**config.mk**
```make
export PLATFORM = sky130hd
export DESIGN_NAME = class_seq_matcher
export DESIGN_NICKNAME = d
export VERILOG_FILES = /design/src/rtl/class_seq_matcher.sv
export SDC_FILE = /design/constraint.sdc
export NUM_CORES = 1
export LEC_CHECK = 0
export ABC_CLOCK_PERIOD_IN_PS = 3300
export BUFFER_PORTS_ARGS = -buffer_cell sky130_fd_sc_hd__buf_2
export CAP_MARGIN = 20
export CORE_MARGIN = 5
export CORE_UTILIZATION = 35
export CTS_BUF_LIST = sky130_fd_sc_hd__clkbuf_4
export DETAILED_ROUTE_END_ITERATION = 8
export SLEW_MARGIN = 10
export SYNTH_ARGS = -nofsm -noshare
export SYNTH_HDL_FRONTEND = slang
export SYNTH_SLANG_ARGS = --single-unit
```
**constraint.sdc**
```tcl
create_clock -name c -period 3.3 [get_ports c]
set_clock_uncertainty 0.15 [all_clocks]
set_input_delay 0.66 -clock c [delete_from_list [all_inputs] [get_ports c]]
set_output_delay 0.66 -clock c [all_outputs]
set_load 0.02 [all_outputs]
```
**src/rtl/class_seq_matcher.sv**
```systemverilog
// ---------------------------------------------------------------------------
// ClassSeqMatcher
//
// Purpose:
//   Reduces every valid input sample to a small "class" (a log2-like
//   magnitude bucket) and keeps a sliding history of the last DEPTH classes.
//   On request it learns a DEPTH-long class signature from the stream. Once
//   armed, it pulses a registered match flag whenever the most recent DEPTH
//   classes equal that signature. Matches may overlap, and a saturating
//   counter tallies them.
//
// Ports:
//   c          clock, rising-edge active
//   rst        asynchronous active-high reset
//   i          sample value (IN_W bits)
//   in_valid   sample qualifier
//   learn_req  request to capture a new signature
//   res        registered match pulse (one cycle per match)
//   res_cnt    saturating match count (CNT_W bits)
//   cls_out    registered class of the last valid sample (CLS_W bits)
//   state      FSM state: IDLE=00, LEARN=01, ARMED=10
// ---------------------------------------------------------------------------
module class_seq_matcher #(
    parameter int IN_W  = 10,
    parameter int CLS_W = 4,
    parameter int DEPTH = 4,
    parameter int CNT_W = 8
) (
    input  logic             c,
    input  logic             rst,
    input  logic [IN_W-1:0]  i,
    input  logic             in_valid,
    input  logic             learn_req,
    output logic             res,
    output logic [CNT_W-1:0] res_cnt,
    output logic [CLS_W-1:0] cls_out,
    output logic [1:0]       state
);

    // Learn and fill counters must be able to hold the value DEPTH itself.
    localparam int CW = $clog2(DEPTH + 1);
    localparam logic [CW-1:0] DEPTH_C = CW'(DEPTH);

    typedef enum logic [1:0] {
        IDLE  = 2'b00,
        LEARN = 2'b01,
        ARMED = 2'b10
    } state_t;

    state_t                        state_q;
    logic [DEPTH-1:0][CLS_W-1:0]   hist_q;
    logic [DEPTH-1:0][CLS_W-1:0]   hist_d;
    logic [DEPTH-1:0][CLS_W-1:0]   sig_q;
    logic [CW-1:0]                 learn_cnt_q;
    logic [CW-1:0]                 fill_cnt_q;
    logic [CW-1:0]                 fill_d;
    logic [CLS_W-1:0]              cls_d;
    logic [CLS_W-1:0]              cls_q;
    logic                          res_q;
    logic [CNT_W-1:0]              res_cnt_q;

    // Class encoder: index of the highest set bit, except that the values
    // 1..3 all map to class 1 and zero maps to class 0. Scanning upward from
    // bit 1 leaves the last set bit as the winner; i==1 is patched afterwards.
    always_comb begin
        cls_d = '0;
        for (int b = 1; b < IN_W; b++) begin
            if (i[b]) begin
                cls_d = CLS_W'(b);
            end
        end
        if (i == IN_W'(1)) begin
            cls_d = CLS_W'(1);
        end
    end

    // Next history (newest class in entry 0) and next saturating fill count.
    // The signature compare and the match decision both use these "updated"
    // values, so a match is flagged on the same edge as the completing sample.
    always_comb begin
        hist_d = in_valid ? {hist_q[DEPTH-2:0], cls_d} : hist_q;
        fill_d = (fill_cnt_q == DEPTH_C) ? fill_cnt_q : fill_cnt_q + CW'(1);
    end

    // Main sequential block: history and class registers, the IDLE/LEARN/ARMED
    // controller, and the registered match outputs. res defaults to 0 every
    // cycle so that it can only ever be a single-cycle pulse. Entering ARMED
    // clears the fill count, so the just-captured samples cannot match
    // themselves; DEPTH fresh samples are needed first. A learn request
    // arriving with a valid sample moves to LEARN without counting that
    // sample, although the history still shifts.
    always_ff @(posedge c or posedge rst) begin
        if (rst) begin
            state_q     <= IDLE;
            hist_q      <= '0;
            sig_q       <= '0;
            learn_cnt_q <= '0;
            fill_cnt_q  <= '0;
            cls_q       <= '0;
            res_q       <= 1'b0;
            res_cnt_q   <= '0;
        end else begin
            res_q <= 1'b0;
            if (in_valid) begin
                hist_q <= hist_d;
                cls_q  <= cls_d;
            end
            case (state_q)
                IDLE: begin
                    if (learn_req) begin
                        state_q     <= LEARN;
                        learn_cnt_q <= '0;
                    end
                end
                LEARN: begin
                    if (in_valid) begin
                        learn_cnt_q <= learn_cnt_q + CW'(1);
                        if (learn_cnt_q == DEPTH_C - CW'(1)) begin
                            sig_q      <= hist_d;
                            state_q    <= ARMED;
                            fill_cnt_q <= '0;
                        end
                    end
                end
                ARMED: begin
                    if (learn_req) begin
                        state_q     <= LEARN;
                        learn_cnt_q <= '0;
                    end else if (in_valid) begin
                        fill_cnt_q <= fill_d;
                        if ((hist_d == sig_q) && (fill_d == DEPTH_C)) begin
                            res_q <= 1'b1;
                            if (res_cnt_q != {CNT_W{1'b1}}) begin
                                res_cnt_q <= res_cnt_q + CNT_W'(1);
                            end
                        end
                    end
                end
                default: begin
                    state_q <= IDLE;
                end
            endcase
        end
    end

    assign res     = res_q;
    assign res_cnt = res_cnt_q;
    assign cls_out = cls_q;
    assign state   = state_q;

endmodule

```
==> metrics.yaml, run 1 <==
worst_hold_path:
  hold_class: "input pin to asynchronous set/reset pin"
sta:
  max_freq_mhz: 385
  finalSetupViolations: 0
  post-route-min-period_ns: 2.60
  rsz0062_at_grt: "false"
  max_slew_margin: 0.461
  hold_violations: 0
  setup_ws_ns: 0.701
  fin_hold_ws_ns: 0.148
  finalCritPeriodShare: 0.788
  worst_pin_slew_ns: 0.806
  slew_violations: 0
  setup-tns-final_ns: 0
logic_synthesis:
  netlist_area_mm2: 0.00272
  ys.flop_type: "dfrtp_1"
  yosys.area_share.simple: 0.183
  synth_nets: 267
  synthDistinctLibCells: 45
  synth_top_family_by_area: "simple AND/OR/NAND/NOR gates"
  yosysWarningCount: 0
  yosys_register_bits: 53
  yosys.area_share.adder: 0.0230
  async_flop_share: 1.00
  synthXorXnorAreaFrac: 0.0833
  synth_mux_area_frac: 0.0953
  avgSynthCellArea_um2: 11.0
  ys_seq_area_frac: 0.488
  synth_cells: 248
  synth_compound_area_frac: 0.0773
  synth_edf_count: 0
route:
  topRoutingLayerUsed: "met4"
  num_vias: 1836
  viasPerCell: 4.79
  routedWlPerCell_um: 12.9
  drt-pass1-iter-count: 4
  finalWirelength_mm: 4.95
  drtIter0Drc: 66
  wl_met3_um: 163
  drc_errors: 0
  met1_length_mm: 2.35
  antenna_left: 0
  wl_met2_mm: 2.37
die:
  row_count: 32
  die_h_um: 98.1
  core_mm2: 0.00765
  num_io_pins: 29
  dieWidth_um: 98.1
  initial_core_util: 0.356
  dieArea_mm2: 0.00963
global_route:
  grt_pass1_wl_mm: 8.65
  grt_pass1_vias: 1878
  grt_overflow: 0
  antenna_found_initial: 0
  grtUsageTotal: 0.110
  grt_max_degree: 25
final_layout:
  mostFrequentLayoutCells: "dfrtp_1, buf_2, nand2_1, o21ai_0, inv_1"
  drive_gt1_frac: 0.242
  layout_commonest_cell: "dfrtp_1"
  post-route-util: 0.396
  num-nets-final: 300
  area_delta_synth_final_pct: 11.4
  antennaDiodeCount: 0
  layoutNonFillerInstCount: 383
worst_setup_path:
  cp_slowest_cell: "dfrtp_1"
  critPathMaxFanout: 7
  cpPeakStageDelay_ns: 0.44
  worstPathArrival_ns: 2.72
  path_depth: 8
  crit_family: "simple AND/OR/NAND/NOR gates"
  endpoint_kind: "register"
  timing.rr.end: "res_cnt[1]"
  cp_num_buf_inv: 1
  rrSetupSlack_ns: 0.70
  required_ns: 3.42
  rr_worst_depth: 8
  r2r_start: "fill_cnt_q[0]"
  worstSetupStartpointType: "register"
  critPathKind: "register to register"
  path_cells: "inv_1 > ha_1 > nor4b_1 > nand2_1 > nor4_4 > nand4b_4 > nor3_2 > mux2_1"
placement:
  globalplace.congestion: 0.765
  dp_hpwl_mm: 3.75
  placed_cells: 376
  post-place-ws_ns: 0.378
  numPortBuffers: 28
cts:
  post_cts_buffers: 0
  cts-root-buf: "clkbuf_4"
  htree_num_levels: 2
  clk_pin_slew_ns: 0.15
  cts_inserted_buffers: 5
  cts.sinks: 53
  cts_tree: "yes"
  hold_buffers: 0
  clk_path_buf_depth: 2
  cts_resized: 0
  clock_latency_ns: 0.37
power_and_ir_drop:
  p_per_area_mw_per_mm2: 601
  leakage_uw: 0.00143
  ir_drop_uv: 292
flow_run:
  max_cap_violations: 0
status:
  status: "completed"
==> kinds of logic after synthesis <==
family	count (synthesis)
xor+xnor	25
compound gates	36
fa+ha+maj	5
mux	22
buf+inv	27
simple gates	80
flops	53
==> cells in the mapped netlist (2+ instances only) <==
cell / count / share of area
nor2_1: 15 / 0.021
inv_1: 19 / 0.026
xnor2_1: 13 / 0.042
a21oi_1: 6 / 0.011
ha_1: 5 / 0.023
nand4_1: 2 / 0.0046
mux2_1: 2 / 0.0083
nor4_2: 4 / 0.018
a31oi_1: 2 / 0.0046
clkbuf_1: 4 / 0.0055
mux2_2: 10 / 0.041
xor2_1: 11 / 0.035
dfrtp_1: 53 / 0.49
o22ai_1: 4 / 0.0092
o21ai_0: 18 / 0.033
nand3_1: 7 / 0.013
nand2b_1: 3 / 0.0069
and3_1: 4 / 0.0092
mux2i_1: 6 / 0.022
o31ai_1: 2 / 0.0055
nand2_1: 22 / 0.030
nor3_1: 4 / 0.0074
nor2b_1: 6 / 0.014
nor4b_2: 3 / 0.017
mux2i_2: 3 / 0.015
==> per-stage QoR <==
stage               instance area [um^2]  total power, uW
floorplan                           2720             1400
global placement                    2980             1540
global route                        3030             1950
CTS                                 3030             1850
detailed placement                  2980             1560
finish                              3030             1820
==> worst max path at each step <==
stage,from,to
final,fill_cnt_q[0],res_cnt[1]
after global routing,fill_cnt_q[0],res_cnt[1]
after floorplan,in_valid,res_cnt[1]
after detailed placement,i[5],res_cnt[1]
after CTS,fill_cnt_q[0],res_cnt[1]
after global placement,i[5],res_cnt[1]
==> registers in the layout, indices dropped and copies added, names as in the netlist <==
name	cells
hist_q	16
sig_q	16
res_cnt	8
cls_out	4
fill_cnt_q	3
learn_cnt_q	3
state	2
res	1
==> per-layer routing <==
| metal | GRT usage | up-vias |
|---|---|---|
| met4 | 0.0347 | 0 |
| met2 | 0.181 | 21 |
| met1 | 0.142 | 890 |
| met3 | 0.0264 | 8 |
| met5 | 0 | - |
| li1 | - | 917 |
==> power breakdown <==
part / leakage [uW] / switching (uW) / internal [uW]
Combinational: 0.000733 / 330 / 281
Sequential: 0.000668 / 130 / 800
Clock: 0.0000292 / 193 / 86.2
==> worst reg2reg max path: stages, from the launching register on <==
cell      delay (ns)
dfrtp_1         0.44
inv_1           0.09
ha_1            0.32
nor4b_1         0.29
nand2_1         0.16
nor4_4          0.28
nand4b_4        0.22
nor3_2          0.21
mux2_1          0.34
==> final cells by class <==
cell class | count | area (um^2)
fill | 759 | 4620
clock buffer | 6 | 45.0
inverter | 19 | 71.3
tap | 102 | 128
clock inverter | 1 | 3.75
multi-input combinational | 168 | 1260
sequential | 53 | 1330
timing repair buffer | 34 | 198
Note: power is estimated with default switching activity, not from simulation.
==> run 2: changes to the inputs <==
- ABC_CLOCK_PERIOD_IN_PS: 3300 -> 2700
- clock period: 3.3 -> 2.7 ns (I/O delays scaled with it)
==> run 2 against run 1 <==
Clock power up 27%. Die area is the same. Sequential share of layout area shrank 1.2 points. Power up 24%. Via count rose by 1.2%. Final cell count up 2.1%. Non-clock buffer count rose by 7.
==> metrics.yaml, run 2 (synthesis gave the netlist of run 1 again) <==
global_route:
  antenna_found_initial: 0  # unchanged
  grt_pass1_vias: 1844  # -1.8%
  grt_pass1_wl_mm: 8.67  # +0.24%
  grt_overflow: 0  # unchanged
  grtUsageTotal: 0.109  # -0.000984
  grt_max_degree: 28  # +12%
die:
  row_count: 32  # unchanged
  initial_core_util: 0.356  # unchanged
  core_mm2: 0.00765  # unchanged
  num_io_pins: 29  # unchanged
  die_h_um: 98.1  # unchanged
  dieWidth_um: 98.1  # unchanged
  dieArea_mm2: 0.00963  # unchanged
sta:
  fin_hold_ws_ns: 0.0348  # -0.114 ns
  finalCritPeriodShare: 0.920  # +0.132
  post-route-min-period_ns: 2.48  # -0.116 ns
  max_slew_margin: 0.625  # +0.163
  setup_ws_ns: 0.217  # -0.484 ns
  finalSetupViolations: 0  # unchanged
  hold_violations: 0  # unchanged
  max_freq_mhz: 403  # +4.7%
  slew_violations: 0  # unchanged
  worst_pin_slew_ns: 0.562  # -0.244 ns
final_layout:
  antennaDiodeCount: 0  # unchanged
  num-nets-final: 307  # +2.3%
  layout_commonest_cell: "dfrtp_1"
  area_delta_synth_final_pct: 14.5
  drive_gt1_frac: 0.270  # +0.0279
  multi_input_area_mm2: 0.00127  # +1.2%
  final-seq-area_mm2: 0.00133  # unchanged
  fillers: 751  # -1.1%
  mostFrequentLayoutCells: "dfrtp_1, buf_2, nand2_1, o21ai_0, inv_1"
cts:
  cts_tree: "yes"
  cts_inserted_buffers: 5  # unchanged
  cts.sinks: 53  # unchanged
  htree_num_levels: 2  # unchanged
  clock_latency_ns: 0.38  # about the same
  clk_pin_slew_ns: 0.16  # about the same
  hold_buffers: 0  # unchanged
  clk_path_buf_depth: 2  # unchanged
  post_cts_buffers: 0  # unchanged
  cts-root-buf: "clkbuf_4"
worst_setup_path:
  critPathKind: "register to register"
  cpPeakStageDelay_ns: 0.45  # about the same
  worstPathArrival_ns: 2.65  # -0.07 ns
  cp_slowest_cell: "dfrtp_1"
  critPathMaxFanout: 6  # -1
  endpoint_kind: "register"
  required_ns: 2.87  # -0.55 ns
  cp_num_buf_inv: 3  # +2
  crit_top_cell: "inv_1"
  worstSetupStartpointType: "register"
  path_cells: "inv_1 > ha_1 > inv_1 > o21ai_0 > o22ai_1 > nor4_4 > nand4b_4 > buf_12 > nor4b_2 > xor2_1"
  crit_family: "simple AND/OR/NAND/NOR gates"
placement:
  post-place-ws_ns: 0.0158  # -0.362 ns
  numPortBuffers: 28  # unchanged
  globalplace.congestion: 0.772  # +0.94%
  dp_hpwl_mm: 3.68  # -1.7%
power_and_ir_drop:
  p_per_area_mw_per_mm2: 726  # +21%
  seqPwrFrac: 0.503  # -0.008
  leakage_uw: 0.00148  # +3.3%
  ir_drop_uv: 353  # +21%
  switchingPower_uw: 812  # +24%
  power_frac_clock: 0.157  # +0.004
  p_sw_frac: 0.359  # +0.000555
  combPwrFrac: 0.340  # +0.004
  internal_power_uw: 1450  # +24%
route:
  routedWlPerCell_um: 12.6  # -2.8%
  viasPerCell: 4.75  # -0.87%
  drt-pass1-iter-count: 4  # unchanged
  antenna_left: 0  # unchanged
  finalWirelength_mm: 4.92  # -0.73%
  num_vias: 1858  # +1.2%
  drtIter0Drc: 67  # +1.5%
  drc_errors: 0  # unchanged
flow_run:
  max_cap_violations: 0  # unchanged
worst_hold_path:
  hold_class: "input pin to asynchronous set/reset pin"
status:
  status: "completed"
==> run 2: cell count changes in the layout (fill, tap and decap cells not counted), sizes merged <==
cell    delta
clkinv     +1
buf        +7
==> run 2: path summary, 6_finish.rpt <==
check                               from    endpoint  slack, ns  cells past startpoint
max reg2reg                fill_cnt_q[0]  res_cnt[6]       0.22                     10
max                        fill_cnt_q[0]  res_cnt[6]       0.22                     10
min reg2reg                   res_cnt[7]  res_cnt[7]       0.35                      1
min in group c                 learn_req    state[1]       0.27                      2
min                                  rst         res       0.03                      3
max in group asynchronous            rst  hist_q[12]       2.07                      3
==> run 2: tightest hold or removal path, cell delays in order <==
cell and delay, ns:
buf_2 0.10, inv_2 0.04, buf_4 0.30
==> run 2: through the flow <==
step           std cells  utilization   TNS [ns]  area, um^2  total power, uW
2_1_floorplan        248            -          0        2720             1710
3_3_place_gp         383        0.398          0        3040             1900
3_5_place_dp         383        0.398          0        3040             1920
4_1_cts              391        0.405          0        3100             2280
5_1_grt              391        0.407  -0.000816        3110             2430
6_report             391        0.407          0        3110             2260
==> run 2: final cells by class <==
class | instances | share of cell area
clock inverters | 2 | 0.00321
multi-input cells | 168 | 0.408
repair buffers | 41 | 0.0844
flip-flops and latches | 53 | 0.426
inverters | 19 | 0.0229
well taps | 102 | 0.0410
clock buffers | 6 | 0.0145
==> run 2: timing repair <==
| item | in CTS | in global routing |
|---|---|---|
| endpoints found under the hold margin | 0 | 0 |
| gates resized for setup | 0 | 2 |
| setup endpoints to repair | 0 | 7 |
==> run 2: power by group through the flow <==
stage	clock network [uW]	logic, uW	registers (uW)
floorplan	0	585	1130
global placement	0	749	1150
detailed placement	0	760	1160
CTS	372	768	1140
global route	396	865	1170
finish	354	769	1140
==> run 2: layer usage <==
| metal | GRT usage | vias up | share of wire |
|---|---|---|---|
| met3 | 0.0257 | 7 | 0.030 |
| met4 | 0.0378 | 0 | 0.015 |
| met1 | 0.154 | 899 | 0.50 |
| met2 | 0.163 | 16 | 0.46 |
| li1 | - | 936 | - |
| met5 | 0 | - | 0 |
==> run 3: changes to the inputs <==
- ABC_AREA: not set -> 1
==> run 3 against run 2 <==
Synthesized cell count is 49% higher. First-iteration DRC count is 96% higher. Maximum frequency is 10% higher. Flip-flop and latch count unchanged. Clock power barely moved. Final cell count increased by 31%. Via count up 29%. Sequential power hardly changed. Power hardly changed. Routed wire length is 25% higher.
==> metrics.yaml, run 3 <==
sta:
  hold_violations: 0  # unchanged
  max_slew_margin: 0.550  # -0.0741
  rsz0062_at_grt: "false"
  finalCritPeriodShare: 0.833  # -0.0868
  post-route-min-period_ns: 2.25  # -0.234 ns
  setup-tns-final_ns: 0  # unchanged
  finalSetupViolations: 0  # unchanged
  max_freq_mhz: 445  # +10%
  worst_pin_slew_ns: 0.669  # +0.107 ns
  fin_hold_ws_ns: 0.334  # +0.300 ns
  slew_violations: 0  # unchanged
global_route:
  grt_pass1_wl_mm: 10.7  # +23%
  grt_pass1_vias: 2362  # +28%
  grt_overflow: 0  # unchanged
  antenna_found_initial: 1  # +1
  grtUsageTotal: 0.129  # +0.0204
  grt_max_degree: 33  # +18%
worst_setup_path:
  critPathKind: "register to register"
  path_cells: "inv_1 > ha_1 > nor3_1 > nand4_1 > nor2_1 > nand3_2 > nor2_4 > nand3_2 > nor2_2 > nand2_1 > nand2_1"
  worstPathArrival_ns: 2.41  # -0.24 ns
  required_ns: 2.86  # about the same
  cpPeakStageDelay_ns: 0.40  # -0.05 ns
  endpoint_kind: "register"
  cp_num_buf_inv: 1  # -2
  crit_family: "simple AND/OR/NAND/NOR gates"
  worstSetupStartpointType: "register"
  critPathMaxFanout: 5  # -1
  cp_slowest_cell: "dfrtp_1"
final_layout:
  drive_gt1_frac: 0.190  # -0.0802
  num-nets-final: 424  # +38%
  final_area_mm2: 0.00323  # +3.9%
  layout_commonest_cell: "nand2_1"
  mostFrequentLayoutCells: "nand2_1, dfrtp_1, inv_1, buf_2, nand3_1"
  area_delta_synth_final_pct: 11.1
  final-seq-area_mm2: 0.00133  # unchanged
  multi_input_area_mm2: 0.00133  # +4.5%
  layoutNonFillerInstCount: 512  # +31%
  fillers: 850  # +13%
die:
  die_h_um: 101  # +3.1%
  dieWidth_um: 101  # +3.1%
  initial_core_util: 0.356  # +0.000607
  row_count: 33  # +3.1%
  num_io_pins: 29  # unchanged
  core_mm2: 0.00818  # +6.9%
  dieArea_mm2: 0.0102  # +6.4%
power_and_ir_drop:
  leakage_uw: 0.00168  # +14%
  p_per_area_mw_per_mm2: 699  # -3.6%
  ir_drop_uv: 204  # -42%
worst_hold_path:
  hold_class: "input pin to register"
logic_synthesis:
  ys_seq_area_frac: 0.456  # -0.0323
  synth_nets: 389  # +46%
  async_flop_share: 1.00  # unchanged
  yosys.area.top_type: "dfrtp_1"
  synth.most_common_cell: "nand2_1"
  avgSynthCellArea_um2: 7.87  # -28%
  synth_edf_count: 0  # unchanged
  synth_cells: 370  # +49%
  synth_commonest_cells: "nand2_1, dfrtp_1, inv_1"
  synth_area_leaders: "dfrtp_1, nand2_1, inv_1"
  yosys_register_bits: 53  # unchanged
  synthDistinctLibCells: 31  # -31%
  synth_top_area_share: 0.456  # -0.0323
  ys.flop_type: "dfrtp_1"
  netlist_area_mm2: 0.00291  # +7.1%
  yosysWarningCount: 0  # unchanged
route:
  num_vias: 2402  # +29%
  drt-pass1-iter-count: 5  # +1
  viasPerCell: 4.69  # -1.3%
  drtIter0Drc: 131  # +96%
  routedWlPerCell_um: 12.0  # -4.2%
  finalWirelength_mm: 6.17  # +25%
  antenna_left: 0  # unchanged
  drc_errors: 0  # unchanged
cts:
  clk_path_buf_depth: 2  # unchanged
  cts_tree: "yes"
  clk_pin_slew_ns: 0.15  # about the same
  clock_latency_ns: 0.37  # about the same
  cts-root-buf: "clkbuf_4"
  htree_num_levels: 2  # unchanged
  cts_inserted_buffers: 5  # unchanged
  cts.sinks: 53  # unchanged
  cts_resized: 0  # unchanged
placement:
  placed_cells: 502  # +31%
  dp_hpwl_mm: 4.71  # +28%
  place_area_mm2: 0.00317  # +4.0%
  globalplace.congestion: 0.856  # +11%
  numPortBuffers: 28  # unchanged
status:
  status: "completed"
flow_run:
  max_cap_violations: 0  # unchanged
[run 3: area by class of cell]
| class | count | share of cell area |
|---|---|---|
| inverter | 50 | 0.0603 |
| tap | 105 | 0.0406 |
| clock inverter | 2 | 0.00309 |
| antenna | 1 | 0.000774 |
| sequential | 53 | 0.410 |
| timing repair buffer | 35 | 0.0603 |
| clock buffer | 6 | 0.0139 |
| multi-input combinational | 260 | 0.411 |
[run 3: kinds of logic after synthesis]
| group | after synthesis | share of synthesized area |
|---|---|---|
| AOI/OAI and AO/OA | 32 | 0.0576 |
| adders and majority gates | 5 | 0.0215 |
| buffers and inverters | 57 | 0.0881 |
| DFF | 53 | 0.456 |
| muxes | 1 | 0.00344 |
| and+or+nand+nor | 222 | 0.374 |
[run 3: power breakdown]
| group | internal [uW] | switching [uW] | leakage (uW) |
|---|---|---|---|
| sequential | 988 | 124 | 0.000674 |
| combinational | 282 | 516 | 0.000974 |
| clock | 110 | 242 | 0.0000354 |
| total | 1380 | 882 | 0.00168 |
[run 3: worst paths after layout]
check	slack, ns	to	startpoint	depth (start not counted)
setup / recovery	0.45	res_cnt[1]	fill_cnt_q[0]	11
min in group asynchronous	0.50	hist_q[5]	rst	3
hold / removal	0.33	state[0]	learn_req	3
setup reg to reg	0.45	res_cnt[1]	fill_cnt_q[0]	11
max in group asynchronous	1.29	hist_q[8]	rst	4
hold reg to reg	0.34	learn_cnt_q[0]	learn_cnt_q[0]	1
[run 3: repair_timing]
action / CTS / global route
setup endpoints to repair: 0 / 0
hold buffers: 1 / 0
hold endpoints to repair: 14 / 0
buffers inserted: 0 / 0
[run 3: worst reg2reg max path, cell delays in order (launching register included)]
cell and delay, ns:
dfrtp_1 0.40, inv_1 0.08, ha_1 0.32, nor3_1 0.27
nand4_1 0.12, nor2_1 0.14, nand3_2 0.11, nor2_4 0.17
nand3_2 0.15, nor2_2 0.15, nand2_1 0.07, nand2_1 0.06
[run 3: per-layer routing]
layer	track usage	wire, um
met1	0.171	3000
met2	0.209	2810
met3	0.0241	235
met4	0.0511	119
met5	0	0
[run 3: through the flow]
step                       util  setup WS [ns]  power (uW)
after floorplan               -          0.582        1720
after global placement    0.387          0.249        1910
after detailed placement  0.387          0.219        1930
after CTS                 0.395          0.456        2290
after global routing      0.396          0.298        2460
final                     0.396          0.451        2260
